===== config.mk =====
export PLATFORM = sky130hd
export DESIGN_NAME = cpu_run_ctrl_flat
export DESIGN_NICKNAME = d
export VERILOG_FILES = /design/src/rtl/cpu_run_ctrl_if.sv /design/src/rtl/cpu_run_ctrl.sv /design/src/flat_wrapper.sv
export SDC_FILE = /design/constraint.sdc
export NUM_CORES = 1
export LEC_CHECK = 0
export ABC_AREA = 1
export CORE_MARGIN = 2
export CORE_UTILIZATION = 41
export CTS_CLUSTER_SIZE = 8
export DETAILED_ROUTE_END_ITERATION = 7
export PLACE_DENSITY = 0.72
export SYNTH_ARGS = -nofsm -noshare
export SYNTH_HDL_FRONTEND = slang
export SYNTH_SLANG_ARGS = --single-unit

===== constraint.sdc =====
create_clock -name clk -period 9.4 [get_ports clk]
set_clock_uncertainty 0.15 [all_clocks]
set_input_delay 0.94 -clock clk [delete_from_list [all_inputs] [get_ports clk]]
set_output_delay 0.94 -clock clk [all_outputs]
set_load 0.01 [all_outputs]

===== src/rtl/cpu_run_ctrl_if.sv =====
// Debug command / CPU control bundle between the debug decoder, the run controller and the CPU core.
interface cpu_run_ctrl_if #(
    parameter int unsigned XLEN  = 32,
    parameter int unsigned CNT_W = 32
);
    logic             cmd_valid;
    logic             cmd_ready;
    logic [2:0]       cmd_op;
    logic [3:0]       cmd_idx;
    logic [XLEN-1:0]  cmd_arg;
    logic [XLEN-1:0]  pc;
    logic             cpu_ce;
    logic             halted;
    logic [1:0]       halt_reason;
    logic [3:0]       bp_hit_idx;
    logic [CNT_W-1:0] cycle_cnt;

    modport master (
        output cmd_valid, cmd_op, cmd_idx, cmd_arg, pc,
        input  cmd_ready, cpu_ce, halted, halt_reason, bp_hit_idx, cycle_cnt
    );

    modport slave (
        input  cmd_valid, cmd_op, cmd_idx, cmd_arg, pc,
        output cmd_ready, cpu_ce, halted, halt_reason, bp_hit_idx, cycle_cnt
    );
endinterface


===== src/rtl/cpu_run_ctrl.sv =====
// Run/halt/step controller: gates the CPU through cpu_ce, handles PC breakpoints,
// multi-cycle stepping and counts executed cycles.
module cpu_run_ctrl #(
    parameter int unsigned XLEN   = 32,
    parameter int unsigned NUM_BP = 4,
    parameter int unsigned STEP_W = 16,
    parameter int unsigned CNT_W  = 32
) (
    input  logic           clk,
    input  logic           rst,
    cpu_run_ctrl_if.slave  dbg
);
    localparam logic [2:0] OP_RUN    = 3'd1;
    localparam logic [2:0] OP_HALT   = 3'd2;
    localparam logic [2:0] OP_STEP   = 3'd3;
    localparam logic [2:0] OP_SET_BP = 3'd4;
    localparam logic [2:0] OP_CLR_BP = 3'd5;

    localparam logic [1:0] R_RESET = 2'd0;
    localparam logic [1:0] R_CMD   = 2'd1;
    localparam logic [1:0] R_BP    = 2'd2;
    localparam logic [1:0] R_STEP  = 2'd3;

    typedef enum logic [1:0] {S_HALTED, S_RUN, S_STEP} state_t;

    state_t            r_state;
    logic              r_resume;
    logic [STEP_W-1:0] r_step_left;
    logic [XLEN-1:0]   r_bp_addr [NUM_BP];
    logic [NUM_BP-1:0] r_bp_en;
    logic              r_halted;
    logic [1:0]        r_halt_reason;
    logic [3:0]        r_bp_hit_idx;
    logic [CNT_W-1:0]  r_cycle_cnt;

    logic              w_match;
    logic [3:0]        w_match_idx;
    logic              w_bp_halt;
    logic              w_cpu_ce;
    logic              w_cmd_ready;
    logic              w_accept;
    logic [STEP_W-1:0] w_step_arg;

    // Lowest enabled comparator that matches the current fetch PC wins.
    always_comb begin
        w_match     = 1'b0;
        w_match_idx = '0;
        for (int unsigned i = 0; i < NUM_BP; i++) begin
            if (!w_match && r_bp_en[i] && (dbg.pc == r_bp_addr[i])) begin
                w_match     = 1'b1;
                w_match_idx = 4'(i);
            end
        end
    end

    assign w_bp_halt = (r_state == S_RUN) && w_match && !r_resume;

    always_comb begin
        w_cpu_ce = 1'b0;
        if (!rst) begin
            case (r_state)
                S_RUN:   w_cpu_ce = !w_bp_halt;
                S_STEP:  w_cpu_ce = 1'b1;
                default: w_cpu_ce = 1'b0;
            endcase
        end
    end

    assign w_cmd_ready = (r_state == S_HALTED) ||
                         !((dbg.cmd_op == OP_RUN) || (dbg.cmd_op == OP_STEP));
    assign w_accept    = dbg.cmd_valid && w_cmd_ready;
    assign w_step_arg  = dbg.cmd_arg[STEP_W-1:0];

    always_ff @(posedge clk) begin
        if (rst) begin
            r_state       <= S_HALTED;
            r_resume      <= 1'b0;
            r_step_left   <= '0;
            r_bp_en       <= '0;
            r_halted      <= 1'b1;
            r_halt_reason <= R_RESET;
            r_bp_hit_idx  <= '0;
            r_cycle_cnt   <= '0;
            for (int unsigned i = 0; i < NUM_BP; i++) begin
                r_bp_addr[i] <= '0;
            end
        end else begin
            if (w_cpu_ce) begin
                r_cycle_cnt <= r_cycle_cnt + CNT_W'(1);
            end

            // Out-of-range indices never match a comparator and so fall through silently.
            for (int unsigned i = 0; i < NUM_BP; i++) begin
                if (w_accept && (dbg.cmd_idx == 4'(i))) begin
                    if (dbg.cmd_op == OP_SET_BP) begin
                        r_bp_addr[i] <= dbg.cmd_arg;
                        r_bp_en[i]   <= 1'b1;
                    end else if (dbg.cmd_op == OP_CLR_BP) begin
                        r_bp_en[i]   <= 1'b0;
                    end
                end
            end

            case (r_state)
                S_HALTED: begin
                    if (w_accept && (dbg.cmd_op == OP_RUN)) begin
                        r_state  <= S_RUN;
                        r_resume <= 1'b1;
                        r_halted <= 1'b0;
                    end else if (w_accept && (dbg.cmd_op == OP_STEP)) begin
                        r_state     <= S_STEP;
                        r_step_left <= (w_step_arg == '0) ? STEP_W'(1) : w_step_arg;
                        r_halted    <= 1'b0;
                    end
                end
                S_RUN: begin
                    r_resume <= 1'b0;
                    if (w_bp_halt) begin
                        r_state       <= S_HALTED;
                        r_halted      <= 1'b1;
                        r_halt_reason <= R_BP;
                        r_bp_hit_idx  <= w_match_idx;
                    end else if (w_accept && (dbg.cmd_op == OP_HALT)) begin
                        r_state       <= S_HALTED;
                        r_halted      <= 1'b1;
                        r_halt_reason <= R_CMD;
                    end
                end
                S_STEP: begin
                    r_step_left <= r_step_left - STEP_W'(1);
                    if (r_step_left == STEP_W'(1)) begin
                        r_state       <= S_HALTED;
                        r_halted      <= 1'b1;
                        r_halt_reason <= R_STEP;
                    end else if (w_accept && (dbg.cmd_op == OP_HALT)) begin
                        r_state       <= S_HALTED;
                        r_halted      <= 1'b1;
                        r_halt_reason <= R_CMD;
                    end
                end
                default: r_state <= S_HALTED;
            endcase
        end
    end

    assign dbg.cmd_ready   = w_cmd_ready;
    assign dbg.cpu_ce      = w_cpu_ce;
    assign dbg.halted      = r_halted;
    assign dbg.halt_reason = r_halt_reason;
    assign dbg.bp_hit_idx  = r_bp_hit_idx;
    assign dbg.cycle_cnt   = r_cycle_cnt;
endmodule

===== src/flat_wrapper.sv =====
// flat-port wrapper written by rule: the top's interface ports become plain ports
module cpu_run_ctrl_flat 
#(
    parameter int unsigned XLEN   = 32,
    parameter int unsigned NUM_BP = 4,
    parameter int unsigned STEP_W = 16,
    parameter int unsigned CNT_W  = 32
)
  (clk, rst, dbg_cmd_valid, dbg_cmd_op, dbg_cmd_idx, dbg_cmd_arg, dbg_pc, dbg_cmd_ready, dbg_cpu_ce, dbg_halted, dbg_halt_reason, dbg_bp_hit_idx, dbg_cycle_cnt);
  cpu_run_ctrl_if #(.XLEN(XLEN), .CNT_W(CNT_W)) dbg_i ();
  input  logic clk;
  input  logic rst;
  input wire logic [$bits(dbg_i.cmd_valid)-1:0] dbg_cmd_valid;
  input wire logic [$bits(dbg_i.cmd_op)-1:0] dbg_cmd_op;
  input wire logic [$bits(dbg_i.cmd_idx)-1:0] dbg_cmd_idx;
  input wire logic [$bits(dbg_i.cmd_arg)-1:0] dbg_cmd_arg;
  input wire logic [$bits(dbg_i.pc)-1:0] dbg_pc;
  output wire logic [$bits(dbg_i.cmd_ready)-1:0] dbg_cmd_ready;
  output wire logic [$bits(dbg_i.cpu_ce)-1:0] dbg_cpu_ce;
  output wire logic [$bits(dbg_i.halted)-1:0] dbg_halted;
  output wire logic [$bits(dbg_i.halt_reason)-1:0] dbg_halt_reason;
  output wire logic [$bits(dbg_i.bp_hit_idx)-1:0] dbg_bp_hit_idx;
  output wire logic [$bits(dbg_i.cycle_cnt)-1:0] dbg_cycle_cnt;
  assign dbg_i.cmd_valid = dbg_cmd_valid;
  assign dbg_i.cmd_op = dbg_cmd_op;
  assign dbg_i.cmd_idx = dbg_cmd_idx;
  assign dbg_i.cmd_arg = dbg_cmd_arg;
  assign dbg_i.pc = dbg_pc;
  assign dbg_cmd_ready = dbg_i.cmd_ready;
  assign dbg_cpu_ce = dbg_i.cpu_ce;
  assign dbg_halted = dbg_i.halted;
  assign dbg_halt_reason = dbg_i.halt_reason;
  assign dbg_bp_hit_idx = dbg_i.bp_hit_idx;
  assign dbg_cycle_cnt = dbg_i.cycle_cnt;
  cpu_run_ctrl #(.XLEN(XLEN), .NUM_BP(NUM_BP), .STEP_W(STEP_W), .CNT_W(CNT_W)) u_core (.clk(clk), .rst(rst), .dbg(dbg_i));
endmodule

# Word-level counts from Yosys, hierarchy flattened
# Memories as Yosys holds them, arrays and structs flattened.
# Cells that the tools add are included.
[word_totals]
out_inout_bits = 41
wordCells = 130
mem_bits_rw = 128
n_memories = 1
regBits = 62
inputBits = 74
[op_classes]
muxes = 52
reduce_logical = 41
add_sub_neg = 2
eq_ne = 19
bitwise_logic = 4
[memory_table]
columns = ["memory", "words", "width", "rd", "rd_clocked_by_memory_dff", "write_ports", "line", "rtl"]
rows = [
  ["u_core.r_bp_addr", 4, 32, 4, 0, 4, "cpu_run_ctrl.sv:29", "logic [XLEN-1:0] r_bp_addr [NUM_BP];"],
]
[op_table]
columns = ["operator", "n"]
rows = [
  ["$eq 32x32->1", 4],
  ["$mux 32", 4],
  ["$mux 16", 3],
  ["$add 32x1->32 const B", 1],
  ["$pmux 16 s2", 1],
  ["$mux 1", 29],
  ["$mux 2", 10],
  ["$logic_and 1x1->1", 17],
  ["$eq 16x1->1 const B", 1],
  ["$logic_not 16->1", 1],
  ["$sub 16x1->16 const B", 1],
  ["$reduce_and 2->1", 7],
  ["$eq 4x2->1 const B", 2],
  ["$reduce_bool 2->1", 4],
  ["$eq 3x2->1 const B", 2],
  ["$eq 3x3->1 const B", 2],
  ["$logic_not 1->1", 6],
  ["$ne 2x2->1 const B", 3],
  ["$pmux 2 s3", 1],
  ["$eq 4x1->1 const B", 1],
  ["$logic_not 4->1", 1],
  ["$or 1x1->1", 4],
  ["$pmux 1 s2", 2],
  ["$pmux 2 s2", 1],
  ["9 further kinds", 10],
]

# Longest topological paths before layout
# An unclocked memory read counts as a cell.
[logic_depth]
ltp_word = 21
depth_mapped = 19
mapped_depth_nobuf = 19

# Worst setup path before layout
# OpenSTA, ideal clock, no wires.
[synth_path]
kind = "input -> register"
from = "input port dbg_cmd_op[0]"
to = "memory u_core.r_bp_addr[3][0] (enable)"
path_stages = 7
arrival_time_ns = 3.948
required_ns = 8.784
setup_ns = 0.466
setup_slack_ns = 4.837
n_path_buf = 0
cell_sequence = "inv_1 nor2_1 nand2_1 nand2_1 nor3_1 inv_1 o21ai_0"
[synth_lines]
columns = ["element", "line", "rtl"]
rows = [
  ["from (decl)", "flat_wrapper.sv:14", "input wire logic [$bits(dbg_i.cmd_op)-1:0] dbg_cmd_op;"],
  ["to (decl)", "cpu_run_ctrl.sv:29", ""],
]

# Worst setup path after layout
[layout_path]
from = "input port dbg_pc[13]"
to = "output port dbg_cpu_ce"
[layout_between]
elab_chain_cells = 20
word_cells_on_any_way = 23
classes_between = "4 x eq/ne; 6 x mux; 13 x reduce/logical"
[layout_lines]
columns = ["element", "line", "rtl"]
rows = [
  ["from (decl)", "flat_wrapper.sv:17", "input wire logic [$bits(dbg_i.pc)-1:0] dbg_pc;"],
  ["$eq 32x32->1", "cpu_run_ctrl.sv:49", "if (!w_match && r_bp_en[i] && (dbg.pc == r_bp_addr[i])) begin"],
  ["$logic_and 1x1->1", "cpu_run_ctrl.sv:49", ""],
  ["$mux 1", "cpu_run_ctrl.sv:49", ""],
  ["$logic_not 1->1", "cpu_run_ctrl.sv:49", ""],
  ["$logic_and 1x1->1 (2 in series)", "cpu_run_ctrl.sv:49", ""],
  ["$mux 1", "cpu_run_ctrl.sv:49", ""],
  ["$logic_not 1->1", "cpu_run_ctrl.sv:49", ""],
  ["$logic_and 1x1->1 (2 in series)", "cpu_run_ctrl.sv:49", ""],
  ["$mux 1", "cpu_run_ctrl.sv:49", ""],
  ["$logic_not 1->1", "cpu_run_ctrl.sv:49", ""],
  ["$logic_and 1x1->1 (2 in series)", "cpu_run_ctrl.sv:49", ""],
  ["$mux 1 *", "cpu_run_ctrl.sv:49", ""],
  ["$logic_and 1x1->1 * (2 in series)", "cpu_run_ctrl.sv:56", "assign w_bp_halt = (r_state == S_RUN) && w_match && !r_resume;"],
  ["$logic_not 1->1 *", "cpu_run_ctrl.sv:62", "S_RUN: w_cpu_ce = !w_bp_halt;"],
  ["$pmux 1 s2 *", "cpu_run_ctrl.sv:61", "case (r_state)"],
  ["$mux 1 *", "cpu_run_ctrl.sv:60", "if (!rst) begin"],
  ["to (decl)", "flat_wrapper.sv:19", "output wire logic [$bits(dbg_i.cpu_ce)-1:0] dbg_cpu_ce;"],
]
# Every way passes the cells marked *; elsewhere a longest branch is shown, timed or not.

==> results by group <==
Timing
  • Final setup margin: 4562 ps
  • Worst hold slack: 314.3 ps
  • Final Hold Vio Count: 0
  • Final setup fails: 0
  • Setup TNS Final: 0 ps
  • Max Slew Vio Count: 0
  • Max Freq: 206.7 MHz
  • Final Cycle Share: 51.47%
  • Worst-Margin Slew: 757.7 ps
  • Unrepaired setup endpoints after global routing: false
  • Slew HR: 49.43%
  • Final Critical Period: 4838 ps

Detailed routing
  • Routed vias: 8725
  • Remaining DRCs: 0
  • Vias per cell: 5.099
  • DRT iter0 DRCs: 776
  • Routed wire length per instance: 16.81 um
  • DR pass1 iterations: 7
  • Post-DRT Antenna Nets: 0
  • WL final: 28750 um

Floorplanning
  • Width of the die: 159.2 um
  • Starting Density: 41.93%
  • Num ports: 115
  • Die Footprint: 25330 um2
  • Die height: 159.2 um
  • Std-Cell Rows: 56
  • Core Region: 23540 um2

Logic synthesis
  • Synthesized area per cell: 7.797 um2
  • Leading cell types by count after synthesis: nand2_1 (297), nor2_1 (261), inv_1 (195)
  • Top-area cell type share of the netlist area: 38.94%
  • Biggest area consumer among synthesized cells: edfxtp_1
  • Number of distinct library cells after synthesis: 44
  • Ys async rst share: 0%
  • Commonest register cell after synthesis: edfxtp_1
  • Number of synthesized flops with an enable pin: 128
  • Post-synthesis sequential area ratio: 51.11%
  • Post-Synthesis Cells: 1266
  • Seq cells post-synth: 188
  • Synth warn: 0
  • Synth area leaders: edfxtp_1 (39%), dfxtp_1 (12%), nand2_1 (11%), nor2_1 (9.9%), inv_1 (7.4%)
  • Most frequent cell after synthesis: nand2_1
  • Synthesized area: 9871 um2

Clock network
  • Clk sink count: 188
  • Root buffer cell: clkbuf_16
  • Htree depth: 4
  • Cts bufs inserted: 17
  • CTS tree: yes
  • Postcts setup bufs: 0
  • Clock latency on the worst-skew pair: 430 ps
  • Post-cts resize count: 0
  • Reg clk slew, reported paths: 70 ps
  • CTS Hold Buffers Added: 0
  • CTS max path bufs: 2

Placement
  • Gpl congestion: 0.9783
  • Final HPWL DP: 20810 um
  • PortBufs: 112
  • Place WS: 4662 ps

Pwr
  • Leak Pwr: 4.987 nW
  • P per Cell Area: 157.2 nW/um2
  • Max rail drop VDD: 0.1124 mV

Global routing
  • Global-route wire length before repair: 45830 um
  • All-Layer GR Usage: 23.09%
  • Vias in the first global route: 8515
  • Grt total ovfl: 0
  • Initial antenna violation count: 0
  • Pin count of the biggest net entering global routing: 37

Critical path
  • Setup CP Type: in -> out
  • FF-to-FF End: u_core.r_step_left[14]
  • Worst EP arrival: 3750 ps
  • Worst flop-to-flop path startpoint: u_core.r_state[0]
  • Crit path launch type: input pin
  • Worst setup EP type: output port
  • Worst reg-to-reg path cell count: 9
  • Flop-to-flop setup slack: 6160 ps
  • WP data required: 8310 ps
  • Critical Path Fanout Max: 8

Hold path
  • Worst Min Path Start: u_core.r_step_left[10]
  • Worst hold path class: reg -> reg
  • Hold worst-path end: u_core.r_step_left[10]
  • Hold path cells: 2

Status
  • Status: completed

Cells and area
  • Fillers: 2248
  • Nets: 1460
  • N_diodes: 0
  • Area grow syn2layout: 20.79%
  • Share of layout cells above drive strength 1: 3.736%

Run
  • Max Cap Viol: 0
==> final cells by class <==
cell class              instances  area [um2]  share of cell area [%]
well taps                     319       399.1                   3.348
repair buffers                123        1204                   10.10
flip-flops and latches        188        5045                   42.31
clock inverters                15       126.4                   1.060
clock buffers                  17       425.4                   3.568
multi-input cells             853        3988                   33.45
inverters                     196       735.7                   6.171
==> per-layer routing <==
| layer | part of all wire, % | vias up | global-route usage (%) |
|---|---|---|---|
| met5 | 0 | - | 0 |
| met4 | 3.2 | 0 | 8.306 |
| met3 | 8.1 | 56 | 5.757 |
| met2 | 47 | 374 | 38.85 |
| met1 | 41 | 4042 | 28.89 |
| li1 | - | 4253 | - |
==> worst max path at each step <==
stage,from,endpoint,slack [ps],cells past startpoint
6_report,dbg_pc[13],dbg_cpu_ce,4560,17
5_1_grt,dbg_pc[13],dbg_cpu_ce,4400,17
4_1_cts,dbg_pc[13],dbg_cpu_ce,4620,17
3_5_place_dp,dbg_pc[13],dbg_cpu_ce,4660,17
3_3_place_gp,dbg_pc[13],dbg_cpu_ce,4690,17
2_1_floorplan,dbg_cmd_op[0],u_core.r_bp_addr[3][0],4840,7
==> critical path, cell delays in order <==
cell	delay (ps)
clkdlybuf4s50_1	670
inv_1	120
nand2_1	130
nand2_1	110
inv_1	60
nand2_1	50
nor2_1	180
nand2_1	90
nor2_1	120
nand3_1	100
nand2_1	120
nand2_1	120
nand3_4	130
nand2_2	80
nand2_4	160
nor2_4	70
clkdlybuf4s50_1	500
==> flip-flops by register name, summed over array words and instances (netlist names) <==
| signal | flops |
|---|---|
| u_core.r_bp_addr | 128 |
| u_core.dbg.cycle_cnt | 32 |
| u_core.r_step_left | 16 |
| u_core.r_bp_en | 4 |
| u_core.dbg.bp_hit_idx | 2 |
| u_core.dbg.halt_reason | 2 |
| u_core.r_state | 2 |
| u_core.dbg.halted | 1 |
| u_core.r_resume | 1 |
==> cells by family (layout without fill, tap and decap cells) <==
group | count (synthesis) | in the layout | synth area share [%]
other | 1 | 2 | 0.03799
XOR/XNOR | 48 | 48 | 4.259
AO/OA/AOI/OAI | 146 | 146 | 8.214
flip-flops | 188 | 188 | 51.11
AND/OR/NAND/NOR | 650 | 650 | 26.73
buffers and inverters | 226 | 351 | 8.759
adder cells (fa/ha/maj) | 7 | 7 | 0.8873
==> report_power, final <==
| part | leakage (nW) | switching, W | internal [W] |
|---|---|---|---|
| Clock | 0.259 | 0.000343 | 0.000347 |
| Combinational | 2.91 | 0.000167 | 0.0000912 |
| Sequential | 1.82 | 0.0000180 | 0.000907 |
| Total | 4.99 | 0.000528 | 0.00135 |
==> metrics by stage <==
stage                     total power (W)  std cells  util [%]  area (um2)
after CTS                        0.001878       1711     50.64       11920
after global placement           0.001194       1679     48.30       11370
after detailed placement         0.001198       1679     48.30       11370
final                            0.001874       1711     50.64       11920
after global routing             0.001948       1711     50.64       11920
after floorplan                  0.001096       1267         -        9874
==> cell usage in the layout (no fill, tap or decap), types with 6 or more instances in the layout <==
master           count
buf_4               11
nor2_1             261
ha_1                 7
nand3_1             39
clkbuf_16           17
edfxtp_1           128
o22ai_1              9
nand4_1             14
inv_1              195
nor3_1              15
nor4_1               9
clkdlybuf4s50_1    112
xnor2_1             27
inv_6                6
o211ai_1             8
dfxtp_1             60
a21oi_1             34
xor2_1              21
nand2_1            297
o21ai_0             74
Note: power is estimated with default switching activity, not from simulation.
